==> src/rtl/seq_multiplier.sv <==
// seq_multiplier: multi-cycle unsigned shift-add multiplier with req/ready/exception handshake
// Ports: clk, rstn (async active-low); req with Multiplicand/Multiplier operands sampled in IDLE;
//   P_hi/P_lo 2N-bit product words; ready one-cycle completion pulse; exception product >= 2**N;
//   busy high in RUN; Num_cycles edges spent on the last/current op (accept edge counts as 1).
// Build option SEQ_MUL_EARLY_TERM_EN: leave RUN once the remaining multiplier bits are all zero.
module seq_multiplier #(
  parameter int N = 16
) (
  input  logic         clk,
  input  logic         rstn,
  input  logic         req,
  input  logic [N-1:0] Multiplicand,
  input  logic [N-1:0] Multiplier,
  output logic [N-1:0] P_lo,
  output logic [N-1:0] P_hi,
  output logic         ready,
  output logic         exception,
  output logic         busy,
  output logic [N-1:0] Num_cycles
);
  typedef enum logic {IDLE, RUN} state_t;
  state_t state, state_nxt;
  logic [2*N-1:0] acc, mcand, acc_nxt;
  logic [N-1:0] mr, count;
  logic zero_op, one_a, one_b, fast, last;
  always_comb begin
    zero_op = (Multiplicand == '0) || (Multiplier == '0);
    one_a = Multiplicand == N'(1);
    one_b = Multiplier == N'(1);
    fast = zero_op || one_a || one_b;
    acc_nxt = mr[0] ? acc + mcand : acc;
`ifdef SEQ_MUL_EARLY_TERM_EN
    // once the shifted multiplier is empty no further additions can occur
    last = (count == N'(N - 1)) || (mr[N-1:1] == '0);
`else
    last = count == N'(N - 1);
`endif
    state_nxt = (state == IDLE) ? ((req && !fast) ? RUN : IDLE) : (last ? IDLE : RUN);
  end
  always_ff @(posedge clk or negedge rstn)
    if (!rstn) state <= IDLE;
    else state <= state_nxt;
  assign busy = state == RUN;
  always_ff @(posedge clk or negedge rstn) begin
    if (!rstn) begin
      P_lo <= '0;
      P_hi <= '0;
      ready <= 1'b0;
      exception <= 1'b0;
      Num_cycles <= '0;
      acc <= '0;
      mcand <= '0;
      mr <= '0;
      count <= '0;
    end else begin
      ready <= 1'b0;
      if (state == IDLE) begin
        if (req) begin
          Num_cycles <= N'(1);
          if (fast) begin
            // trivial operands finish on the accept edge
            P_lo <= zero_op ? '0 : (one_b ? Multiplicand : Multiplier);
            P_hi <= '0;
            exception <= 1'b0;
            ready <= 1'b1;
          end else begin
            acc <= '0;
            mcand <= {{N{1'b0}}, Multiplicand};
            mr <= Multiplier;
            count <= '0;
          end
        end
      end else begin
        acc <= acc_nxt;
        mcand <= mcand << 1;
        mr <= mr >> 1;
        count <= count + N'(1);
        Num_cycles <= Num_cycles + N'(1);
        if (last) begin
          {P_hi, P_lo} <= acc_nxt;
          exception <= acc_nxt[2*N-1:N] != '0;
          ready <= 1'b1;
        end
      end
    end
  end
endmodule

==> config.mk <==
export PLATFORM = sky130hd
export DESIGN_NAME = seq_multiplier
export DESIGN_NICKNAME = d
export VERILOG_FILES = /design/src/rtl/seq_multiplier.sv
export SDC_FILE = /design/constraint.sdc
export NUM_CORES = 1
export LEC_CHECK = 0
export ABC_AREA = 0
export BUFFER_PORTS_ARGS = -buffer_cell sky130_fd_sc_hd__buf_2
export CAP_MARGIN = 20
export CORE_MARGIN = 2
export CORE_UTILIZATION = 35
export CTS_BUF_LIST = sky130_fd_sc_hd__clkbuf_2
export DETAILED_ROUTE_END_ITERATION = 10
export PLACE_DENSITY = 0.58
export SLEW_MARGIN = 10
export SYNTH_ARGS = -nofsm -noshare
export SYNTH_HDL_FRONTEND = slang
export SYNTH_SLANG_ARGS = --single-unit
==> constraint.sdc <==
create_clock -name clk -period 2.9 [get_ports clk]
set_input_delay 0.435 -clock clk [delete_from_list [all_inputs] [get_ports clk]]
set_output_delay 0.435 -clock clk [all_outputs]
set_load 0.01 [all_outputs]
==> summary.md, run 1 <==
| Metric | Value |
|---|---|
| Max Cap Viol | `0` |
| Initial Utilization | `35.7%` |
| Layout cells sized above 1 | `between 20% and 30%` |
| Core Region | `about 23000 um2` |
| Min-delay src | `Multiplicand[4]` |
| Worst Hold Path Cells | `3` |
| Routed length per instance | `roughly 17 um` |
| Number of vias per cell | `roughly 5.2` |
| Final worst setup slack | `-0.304 ns` |
| TritonCTS Buffers | `17` |
| Pwr dens | `~620 nW/um2` |
| Status | `complete, but fails checks` |
| Worst-Margin Slew | `between 0.6 and 0.7 ns` |
| CP Max Fanout | `2` |
| Period Utilization, post-route | `110%` |
| First-pass iteration count of the detailed router | `5` |
| Worst-skew pair later-pin latency | `0.76 ns` |
| Die Area | `approximately 25000 um2` |
| FF-to-FF Start | `acc[0]` |
| Min Hold Slack | `0.0525 ns` |
| Final Core Density | `between 40% and 50%` |
| Slew headroom | `about three fifths` |
| Max Clk Rate | `roughly 310 MHz` |
| Ys async rst share | `100%` |
| DP Worst Slack | `-0.350 ns` |
| Critical path capture point type | `flip-flop` |
| Synthesized instance count | `approximately 920` |
| Row count | `between 50 and 60` |
| Final antenna-violating net count | `0` |
| Yosys reg bits | `roughly 150` |
| Hold Vio Cnt, Final | `0` |
| Setup tns final | `-0.765 ns` |
| Worst hold path class | `input pin to flip-flop` |
| NumNets Final | `approximately 1200` |
| Hold EP | `mcand[4]` |
| Root buf cell | `clkbuf_2` |
| Maximum VDD drop | `0.365 mV` |
| Class of the most critical setup path | `flip-flop to flip-flop` |
| Reg2Reg Depth | `11` |
| Tot Pwr | `6.77 mW` |
| Synthesized area per cell | `~9.2 um2` |
| Type of origin of the critical path | `flip-flop` |
| Synth-to-Final Area Change | `29.7%` |
| Die Span Y | `roughly 160 um` |
| CTS Sinks | `147` |
| Failing checks | `negative setup slack` |
| Port buffer count | `between 80 and 90` |
| CTS tree | `yes` |
| Mapped Nets | `between 900 and 1000` |
| Post-layout min period | `between 3 and 4 ns` |
| Flop2flop setup slack | `-0.30 ns` |
| Clock slew at reported path FFs | `0.23 ns` |
| Synth warnings | `0` |
| GRT Total Usage | `around a fifth` |
| Worst EP required | `~3.5 ns` |
| RSZ-0062 raised after global routing | `yes` |
| Total gr overflow | `0` |
| Io pins | `86` |
| Synth Cell Area | `8390 um2` |
| Detailed Route WL | `about 24000 um` |
| Post-synth EDFFs | `0` |
| Largest net degree at the start of global routing | `between 60 and 70` |
| Most common cell after layout, fill and taps aside | `dfrtp_1` |
| H-tree depth | `4` |
| Max clock buf depth | `2` |
| Most frequent cells in the layout | `146 x dfrtp_1, 136 x nand2_1, 126 x buf_4` |
| Post-DP HPWL | `roughly 17000 um` |
| R2r endpoint | `exception` |
| Via count | `between 7000 and 8000` |
| Vias in the first global route | `between 7000 and 8000` |
| Primary FF master, synth | `dfrtp_1` |
| Final slew viol count | `0` |
| Seq/Total Area, Yosys | `43.9%` |
| Horiz. Die Dim | `approximately 160 um` |
| Antenna violations before repair | `1` |
| Skew final | `0.0505 ns` |
| Final GP Congestion | `around 0.85` |
| Synth unique cells | `between 50 and 60` |
| # setup viols final | `5` |
| 1st-iter DRT viols | `584` |
| Residual DRC | `0` |
| Leakage | `around 5.2 nW` |
| First-pass GRT wire length | `about 40000 um` |
| Arrival @ worst endpoint | `about 3.9 ns` |
## how the worst max path moves through the flow
stage | startpoint | cells past startpoint | to
floorplan | acc[0] | 11 | exception
global placement | acc[0] | 11 | exception
detailed placement | acc[0] | 11 | exception
CTS | acc[0] | 11 | exception
global route | acc[0] | 11 | exception
finish | acc[0] | 11 | exception
## synth_stat cells, drive strengths merged (7+ instances only)
master / number / area share, %
clkbuf: 42 / 1.9
o21a: 7 / 0.63
ha: 33 / 4.9
nand4: 17 / 1.3
nand2: 137 / 6.1
mux2: 9 / 1.2
nand3: 28 / 1.7
and3: 12 / 0.89
mux2i: 42 / 5.0
inv: 9 / 0.40
buf: 14 / 0.79
a22o: 30 / 3.1
xnor2: 16 / 1.7
a21o: 23 / 2.1
a21oi: 62 / 3.8
o31ai: 9 / 0.81
xor2: 24 / 2.5
dfrtp: 147 / 44
a31oi: 10 / 0.82
nor4: 8 / 0.67
o21ai: 74 / 4.4
nor2: 74 / 3.3
nor3: 17 / 1.0
o211ai: 15 / 1.4
## state kept, by name (all words and copies together) (netlist names)
register / flops
count: 16
mr: 16
P_lo: 16
ready: 1
mcand: 32
P_hi: 16
Num_cycles: 16
exception: 1
busy: 1
acc: 32
## worst max-delay path, stage by stage, from the launching register on
cell	delay, ns
dfrtp_1	0.44
ha_2	0.21
fa_2	0.34
a21o_1	0.18
a221o_1	0.36
a21oi_2	0.18
a21oi_2	0.09
nor4b_4	0.14
or3_4	0.38
or4_4	0.53
nor4_4	0.15
a32oi_1	0.12
## area by class of cell
cell class	instances	area, um2
fill	2321	12600
multi-input combinational	703	4720
sequential	147	3680
timing repair buffer	249	1820
tap	319	399
clock inverter	14	131
clock buffer	18	90.1
inverter	9	33.8
antenna	1	2.50
## per-stage QoR
| step | area [um2] | std cells |
|---|---|---|
| CTS | 10600 | 1455 |
| finish | 10900 | 1460 |
| detailed placement | 10100 | 1396 |
| global route | 10900 | 1460 |
| global placement | 10100 | 1396 |
| floorplan | 8390 | 915 |
## where the power goes
group          switching, mW  internal (mW)
sequential             0.384           2.44
clock                  0.831          0.325
combinational           1.43           1.37
## what timing repair did
item                                   4_1_cts  5_1_grt
buffers inserted                             2        4
cloned                                       0        0
gates resized for setup                     12       46
endpoints found under the hold margin       88        1
setup endpoints to repair                   13       30
pin swaps                                    2       22
hold buffers                                26        1
## per-layer routing
metal  vias to the layer above  GRT usage, %  share of wire (%)
met3                        43          3.06                3.1
met5                         -             0                  0
li1                       3734             -                  -
met4                         0          6.92                2.6
met1                      3685          26.7                 48
met2                       144          30.9                 47
## kinds of logic after synthesis
group	Yosys count	share of synthesized area [%]
mux	51	6.22
buf+inv	65	3.07
flops	147	43.9
fa+ha+maj	34	5.16
simple gates	321	17.7
compound gates	257	19.8
xor+xnor	40	4.18
Power figures use the tool's default switching activity.
==> run 2, diff against run 1 <==
--- a/config.mk
+++ b/config.mk
@@ -12,7 +12,7 @@
 export CORE_UTILIZATION = 35
 export CTS_BUF_LIST = sky130_fd_sc_hd__clkbuf_2
 export DETAILED_ROUTE_END_ITERATION = 10
-export PLACE_DENSITY = 0.58
+export PLACE_DENSITY = 0.56
 export SLEW_MARGIN = 10
 export SYNTH_ARGS = -nofsm -noshare
 export SYNTH_HDL_FRONTEND = slang
==> constraint.sdc (replaced) <==
create_clock -name clk -period 3 [get_ports clk]
set_input_delay 0.45 -clock clk [delete_from_list [all_inputs] [get_ports clk]]
set_output_delay 0.45 -clock clk [all_outputs]
set_load 0.01 [all_outputs]
==> run 2 against run 1 <==
Against the previous run: the flow still finishes with violations (negative setup slack); register-to-register slack better by 0.11 ns; highest routed layer unchanged; sequential cell count stayed put; die area stayed put; first-iteration DRC count is 18% lower; clock skew is 0.014 ns lower; core utilization is 2.0 points lower; maximum frequency is 0.32% higher; design area is 4.2% lower; largest power group unchanged; critical endpoint unchanged.
==> summary.md, run 2 (synthesis gave the netlist of run 1 again) <==
| Metric | Value |
|---|---|
| Maximum VDD drop | `0.320 mV (-13%)` |
| Routed length per instance | `16.7 um (+0.98%)` |
| Die Area | `25200 um2 (unchanged)` |
| FF-to-FF Start | `acc[0]` |
| H-tree depth | `4 (unchanged)` |
| Min-delay src | `Multiplicand[4]` |
| Number of vias per cell | `5.27 (+1.2%)` |
| Top flop regs | `acc x32, mcand x32` |
| Clock slew at reported path FFs | `0.24 ns (about the same)` |
| Worst hold path class | `input pin to flip-flop` |
| Leakage | `4.99 nW (-4.3%)` |
| Detailed Route WL | `23700 um (-1.9%)` |
| Synth-to-Final Area Change | `24.2%` |
| Post-DP HPWL | `16900 um (-2.3%)` |
| CTS Sinks | `147 (unchanged)` |
| Worst Hold Path Cells | `3 (unchanged)` |
| 1st-iter DRT viols | `481 (-18%)` |
| Core Region | `23500 um2 (unchanged)` |
| Worst-Margin Slew | `0.525 ns (-0.0783 ns)` |
| Skew final | `0.0370 ns (-0.0135 ns)` |
| Row count | `56 (unchanged)` |
| TritonCTS Buffers | `17 (unchanged)` |
| Gr busiest metal | `met2` |
| Largest net degree at the start of global routing | `81 (+29%)` |
| Final GP Congestion | `0.863 (+1.1%)` |
| Arrival @ worst endpoint | `3.85 ns (about the same)` |
| Type of origin of the critical path | `flip-flop` |
| Max Cap Viol | `0 (unchanged)` |
| Period Utilization, post-route | `106% (-4.0 points)` |
| First-pass GRT wire length | `38900 um (-1.6%)` |
| Pwr dens | `607 nW/um2 (-2.6%)` |
| Most frequent cells in the layout | `146 x dfrtp_1, 137 x nand2_1, 88 x buf_4` |
| Flop2flop setup slack | `-0.19 ns (+0.11 ns)` |
| Final slew viol count | `0 (unchanged)` |
| Die Span Y | `159 um (unchanged)` |
| Post-layout min period | `3.19 ns (-0.0104 ns)` |
| First-pass iteration count of the detailed router | `5 (unchanged)` |
| Io pins | `86 (unchanged)` |
| Root buf cell | `clkbuf_2` |
| Placement Cell Area | `9790 um2 (-3.0%)` |
| Slew headroom | `65.0% (+5.2 points)` |
| Reg2Reg Depth | `11 (unchanged)` |
| Most common cell after layout, fill and taps aside | `dfrtp_1` |
| Horiz. Die Dim | `159 um (unchanged)` |
| Layout cells sized above 1 | `23.5% (-3.8 points)` |
| Initial Utilization | `35.7% (unchanged)` |
| Met2 GRT Util | `31.3% (+0.44 points)` |
| Failing checks | `negative setup slack` |
| Port buffer count | `85 (unchanged)` |
| GRT met3 Usage | `2.56% (-0.50 points)` |
| CP Max Fanout | `2 (unchanged)` |
| Residual DRC | `0 (unchanged)` |
| Via count | `7477 (-1.7%)` |
| Total gr overflow | `0 (unchanged)` |
| Design area | `10400 um2 (-4.2%)` |
| Hold EP | `mcand[4]` |
| Status | `complete, but fails checks` |
| RSZ-0062 raised after global routing | `yes` |
| FILL cells | `2316 (-0.22%)` |
| Class of the most critical setup path | `flip-flop to flip-flop` |
| Max Clk Rate | `313 MHz (+0.32%)` |
| GRT Total Usage | `19.1% (-0.30 points)` |
| Final antenna-violating net count | `0 (unchanged)` |
| Vias in the first global route | `7312 (-2.6%)` |
| Final worst setup slack | `-0.194 ns (+0.110 ns)` |
| Placed Instances | `1356 (-2.9%)` |
| GRT met1 Usage | `26.1% (-0.54 points)` |
| # setup viols final | `2 (-3)` |
| Layout Cells excl Fill | `1418 (-2.9%)` |
| Critical path capture point type | `flip-flop` |
| Hold Vio Cnt, Final | `0 (unchanged)` |
| Worst EP required | `3.65 ns (+0.11 ns)` |
| Antenna violations before repair | `1 (unchanged)` |
| Max clock buf depth | `2 (unchanged)` |
| Worst-skew pair later-pin latency | `0.74 ns (-0.02 ns)` |
| NumNets Final | `1154 (-3.5%)` |
| R2r endpoint | `exception` |
| CTS tree | `yes` |
[run 2: cell count changes in the layout (fill, tap and decap cells not counted), moves of 3 or more]
cell           change
buf_4             -38
o21ai_0            +4
a21oi_1            +3
dlygate4sd3_1      -4
a21oi_4            -3
[run 2: metal layers]
layer  vias up  wire [um]
met4         0        373
met2       159      11200
met5         -          0
met1      3633      11300
li1       3657          -
met3        28        797
[run 2: layout make-up]
type,count,area [um2],area share (%)
Multi-Input combinational cell,703,4590,44.1
Clock buffer,20,100,0.961
Tap cell,319,399,3.83
Timing Repair Buffer,207,1500,14.4
Inverter,9,33.8,0.324
Sequential cell,147,3680,35.3
Antenna cell,1,2.50,0.0240
Clock inverter,12,109,1.04
[run 2: how the worst max path moves through the flow]
| stage | start | to | depth (start not counted) |
|---|---|---|---|
| 2_1_floorplan | acc[0] | exception | 11 |
| 3_3_place_gp | acc[0] | exception | 11 |
| 3_5_place_dp | acc[0] | exception | 11 |
| 4_1_cts | acc[0] | exception | 11 |
| 5_1_grt | acc[0] | exception | 11 |
| 6_report | acc[0] | exception | 11 |
[run 2: critical path: stages (launching register included)]
cell and delay, ns:
dfrtp_1 0.43, ha_2 0.20, fa_2 0.35, a21o_1 0.18, a221o_1 0.35, a21oi_2 0.19
a21oi_2 0.09, nor4b_4 0.14, or3_4 0.39, or4_4 0.53, nor4_4 0.15, a32oi_1 0.12
[run 2: metrics by stage]
stage | utilization, % | hold WS [ns] | TNS [ns] | power, mW | setup slack, ns
2_1_floorplan | - | 0.154 | -0.114 | 4.13 | -0.114
3_3_place_gp | 41.7 | 0.429 | -0.239 | 5.09 | -0.239
3_5_place_dp | 41.7 | 0.433 | -0.309 | 5.13 | -0.261
4_1_cts | 43.7 | 0.00426 | -0.335 | 6.27 | -0.243
5_1_grt | 44.4 | 0.00730 | -1.06 | 6.80 | -0.380
6_report | 44.4 | 0.0645 | -0.269 | 6.32 | -0.194
[run 2: report_power, final]
group          total, mW  internal, mW  switching (mW)
Sequential          2.74          2.35           0.384
Combinational       2.50          1.21            1.29
Clock               1.08         0.310           0.773
[run 2: repair_timing]
item | in CTS | in global routing
hold buffers | 23 | 0
setup endpoints to repair | 7 | 13
setup buffers | 1 | 7
hold endpoints to repair | 89 | 0
pin swaps | 2 | 4
resized for setup | 4 | 28
==> run 3, diff against run 2 <==
--- a/config.mk
+++ b/config.mk
@@ -6,13 +6,13 @@
 export NUM_CORES = 1
 export LEC_CHECK = 0
 export ABC_AREA = 0
-export BUFFER_PORTS_ARGS = -buffer_cell sky130_fd_sc_hd__buf_2
 export CAP_MARGIN = 20
 export CORE_MARGIN = 2
 export CORE_UTILIZATION = 35
 export CTS_BUF_LIST = sky130_fd_sc_hd__clkbuf_2
 export DETAILED_ROUTE_END_ITERATION = 10
-export PLACE_DENSITY = 0.56
+export DONT_BUFFER_PORTS = 1
+export PLACE_DENSITY = 0.53
 export SLEW_MARGIN = 10
 export SYNTH_ARGS = -nofsm -noshare
 export SYNTH_HDL_FRONTEND = slang
==> run 3 against run 2 <==
Against the previous run: largest power group unchanged; register-to-register slack got worse by 0.05 ns; design area decreased by 2.5%; largest cell class unchanged; the flow finishes with violations (negative hold slack, negative setup slack); clock-buffer cell count decreased by 1; via count decreased by 3.5%; worst hold slack got worse by 0.71 ns; die area unchanged; total power increased by 0.39%; global-route usage increased by 0.15 points; core utilization decreased by 1.1 points; critical path depth unchanged.
==> summary.md, run 3 (synthesis gave the netlist of run 1 again) <==
| Metric | Value |
|---|---|
| Critical path, cell by cell | `ha_2 -> fa_2 -> a21o_1 -> a221o_1 -> a21oi_2 -> a21oi_2 -> nor4b_4 -> or3_4 -> or4_4 -> nor4_4 -> a32oi_1` |
| Vias in the first global route | `6953 (-4.9%)` |
| Port buffer count | `0 (-100%)` |
| Max clock buf depth | `2 (unchanged)` |
| Max Cap Viol | `0 (unchanged)` |
| CTS Sinks | `147 (unchanged)` |
| Area of the multi-input gates | `4620 um2 (+0.60%)` |
| Final Core Density | `43.3% (-1.1 points)` |
| Top delay family on crit path | `simple AND/OR/NAND/NOR gates` |
| GRT Total Usage | `19.2% (+0.15 points)` |
| Die Span Y | `159 um (unchanged)` |
| Crit path max-delay cell type | `or4_4` |
| H-tree depth | `4 (unchanged)` |
| CTS tree | `yes` |
| Antenna violations before repair | `1 (unchanged)` |
| Detailed Route WL | `23900 um (+1.1%)` |
| TritonCTS Buffers | `17 (unchanged)` |
| NumNets Final | `1086 (-5.9%)` |
| Layout cells sized above 1 | `17.8% (-5.7 points)` |
| Register area | `3680 um2 (unchanged)` |
| Worst EP required | `3.65 ns (about the same)` |
| Slew headroom | `49.7% (-15 points)` |
| CP Max Fanout | `2 (unchanged)` |
| FILL cells | `2294 (-0.95%)` |
| Horiz. Die Dim | `159 um (unchanged)` |
| Via count | `7212 (-3.5%)` |
| Most used cell along the critical path | `a21oi_2` |
| Setup tns final | `-0.304 ns (-0.0357 ns)` |
| Tot Pwr | `6.35 mW (+0.39%)` |
| Pwr dens | `625 nW/um2 (+3.0%)` |
| Synth-to-Final Area Change | `21.1%` |
| Min Hold Slack | `-0.647 ns (-0.711 ns)` |
| Skew final | `0.0595 ns (+0.0225 ns)` |
| Worst hold path class | `input pin to async pin` |
| Post-DP HPWL | `16400 um (-2.7%)` |
| Period Utilization, post-route | `108% (+1.6 points)` |
| FF-to-FF Start | `acc[0]` |
| Hold Vio Cnt, Final | `147 (+147)` |
| Worst Setup SP | `acc[0]` |
| # setup viols final | `2 (unchanged)` |
| Critical path capture point type | `flip-flop` |
| Leakage | `4.73 nW (-5.2%)` |
| Top flop regs | `acc x32, mcand x32` |
| Total gr overflow | `0 (unchanged)` |
| Final slew viol count | `0 (unchanged)` |
| Failing checks | `negative hold slack, negative setup slack` |
| Io pins | `86 (unchanged)` |
| Final worst setup slack | `-0.243 ns (-0.0492 ns)` |
| Worst-Margin Slew | `0.754 ns (+0.229 ns)` |
| Routed length per instance | `17.7 um (+6.2%)` |
| Root buf cell | `clkbuf_2` |
| First-pass GRT wire length | `38800 um (-0.34%)` |
| Number of vias per cell | `5.34 (+1.3%)` |
| RSZ-0062 raised after global routing | `yes` |
| Max incr delay on CP | `0.53 ns (about the same)` |
| 1st-iter DRT viols | `481 (unchanged)` |
| Largest net degree at the start of global routing | `148 (+83%)` |
| Type of origin of the critical path | `flip-flop` |
| Most common cell after layout, fill and taps aside | `dfrtp_1` |
| Worst-skew pair later-pin latency | `0.77 ns (+0.03 ns)` |
| Flop2flop setup slack | `-0.24 ns (-0.05 ns)` |
| First-pass iteration count of the detailed router | `5 (unchanged)` |
| Core Region | `23500 um2 (unchanged)` |
| DP Worst Slack | `-0.313 ns (-0.0521 ns)` |
| Die Area | `25200 um2 (unchanged)` |
| Most frequent cells in the layout | `146 x dfrtp_1, 137 x nand2_1, 99 x buf_4` |
| Post-layout min period | `3.24 ns (+0.0492 ns)` |
| Clock slew at reported path FFs | `0.23 ns (about the same)` |
| Final antenna-violating net count | `0 (unchanged)` |
| Maximum VDD drop | `0.370 mV (+16%)` |
| Residual DRC | `0 (unchanged)` |
| Max Clk Rate | `308 MHz (-1.5%)` |
| Row count | `56 (unchanged)` |
| R2r endpoint | `exception` |
| Final GP Congestion | `0.873 (+1.1%)` |
| Initial Utilization | `35.7% (unchanged)` |
| Critical path buffer and inverter count | `0 (unchanged)` |
| Status | `complete, but fails checks` |
| Class of the most critical setup path | `flip-flop to flip-flop` |
| Reg2Reg Depth | `11 (unchanged)` |
| Arrival @ worst endpoint | `3.90 ns (+0.05 ns)` |
run 3: what timing repair did:
item,CTS,global route
endpoints found under the hold margin,196,148
setup buffers,4,10
pin swaps,6,14
hold buffers,33,1
gates resized for setup,12,23
endpoints found under the setup margin,10,19
run 3: layout make-up:
| class | count | share of cell area (%) |
|---|---|---|
| tap | 319 | 3.93 |
| clock buffer | 19 | 0.936 |
| clock inverter | 13 | 1.49 |
| antenna | 1 | 0.0246 |
| multi-input combinational | 703 | 45.5 |
| inverter | 9 | 0.333 |
| timing repair buffer | 139 | 11.5 |
| sequential | 147 | 36.3 |
run 3: worst max-delay path by stage:
stage,end,cells past startpoint
after detailed placement,exception,11
after global routing,exception,11
after floorplan,exception,11
after global placement,exception,11
final,exception,11
after CTS,exception,11
run 3: through the flow:
| stage | instance area (um2) | cells | hold slack (ns) |
|---|---|---|---|
| global placement | 9290 | 1269 | 0.157 |
| finish | 10200 | 1350 | -0.647 |
| CTS | 9960 | 1338 | -0.726 |
| global route | 10200 | 1350 | -0.761 |
| floorplan | 8390 | 915 | 0.154 |
| detailed placement | 9290 | 1269 | 0.157 |
run 3: report_power, final:
group / switching, mW / internal [mW] / leakage, nW
registers: 0.421 / 2.35 / 1.83
clock network: 0.811 / 0.407 / 0.149
logic: 1.19 / 1.16 / 2.75
total: 2.43 / 3.92 / 4.73
run 3: layer usage:
| layer | track usage, % | up-vias | wire (um) |
|---|---|---|---|
| met3 | 3.71 | 32 | 947 |
| met5 | 0 | - | 0 |
| met4 | 4.92 | 0 | 315 |
| met2 | 31.2 | 134 | 11400 |
| li1 | - | 3517 | - |
| met1 | 26.3 | 3529 | 11200 |
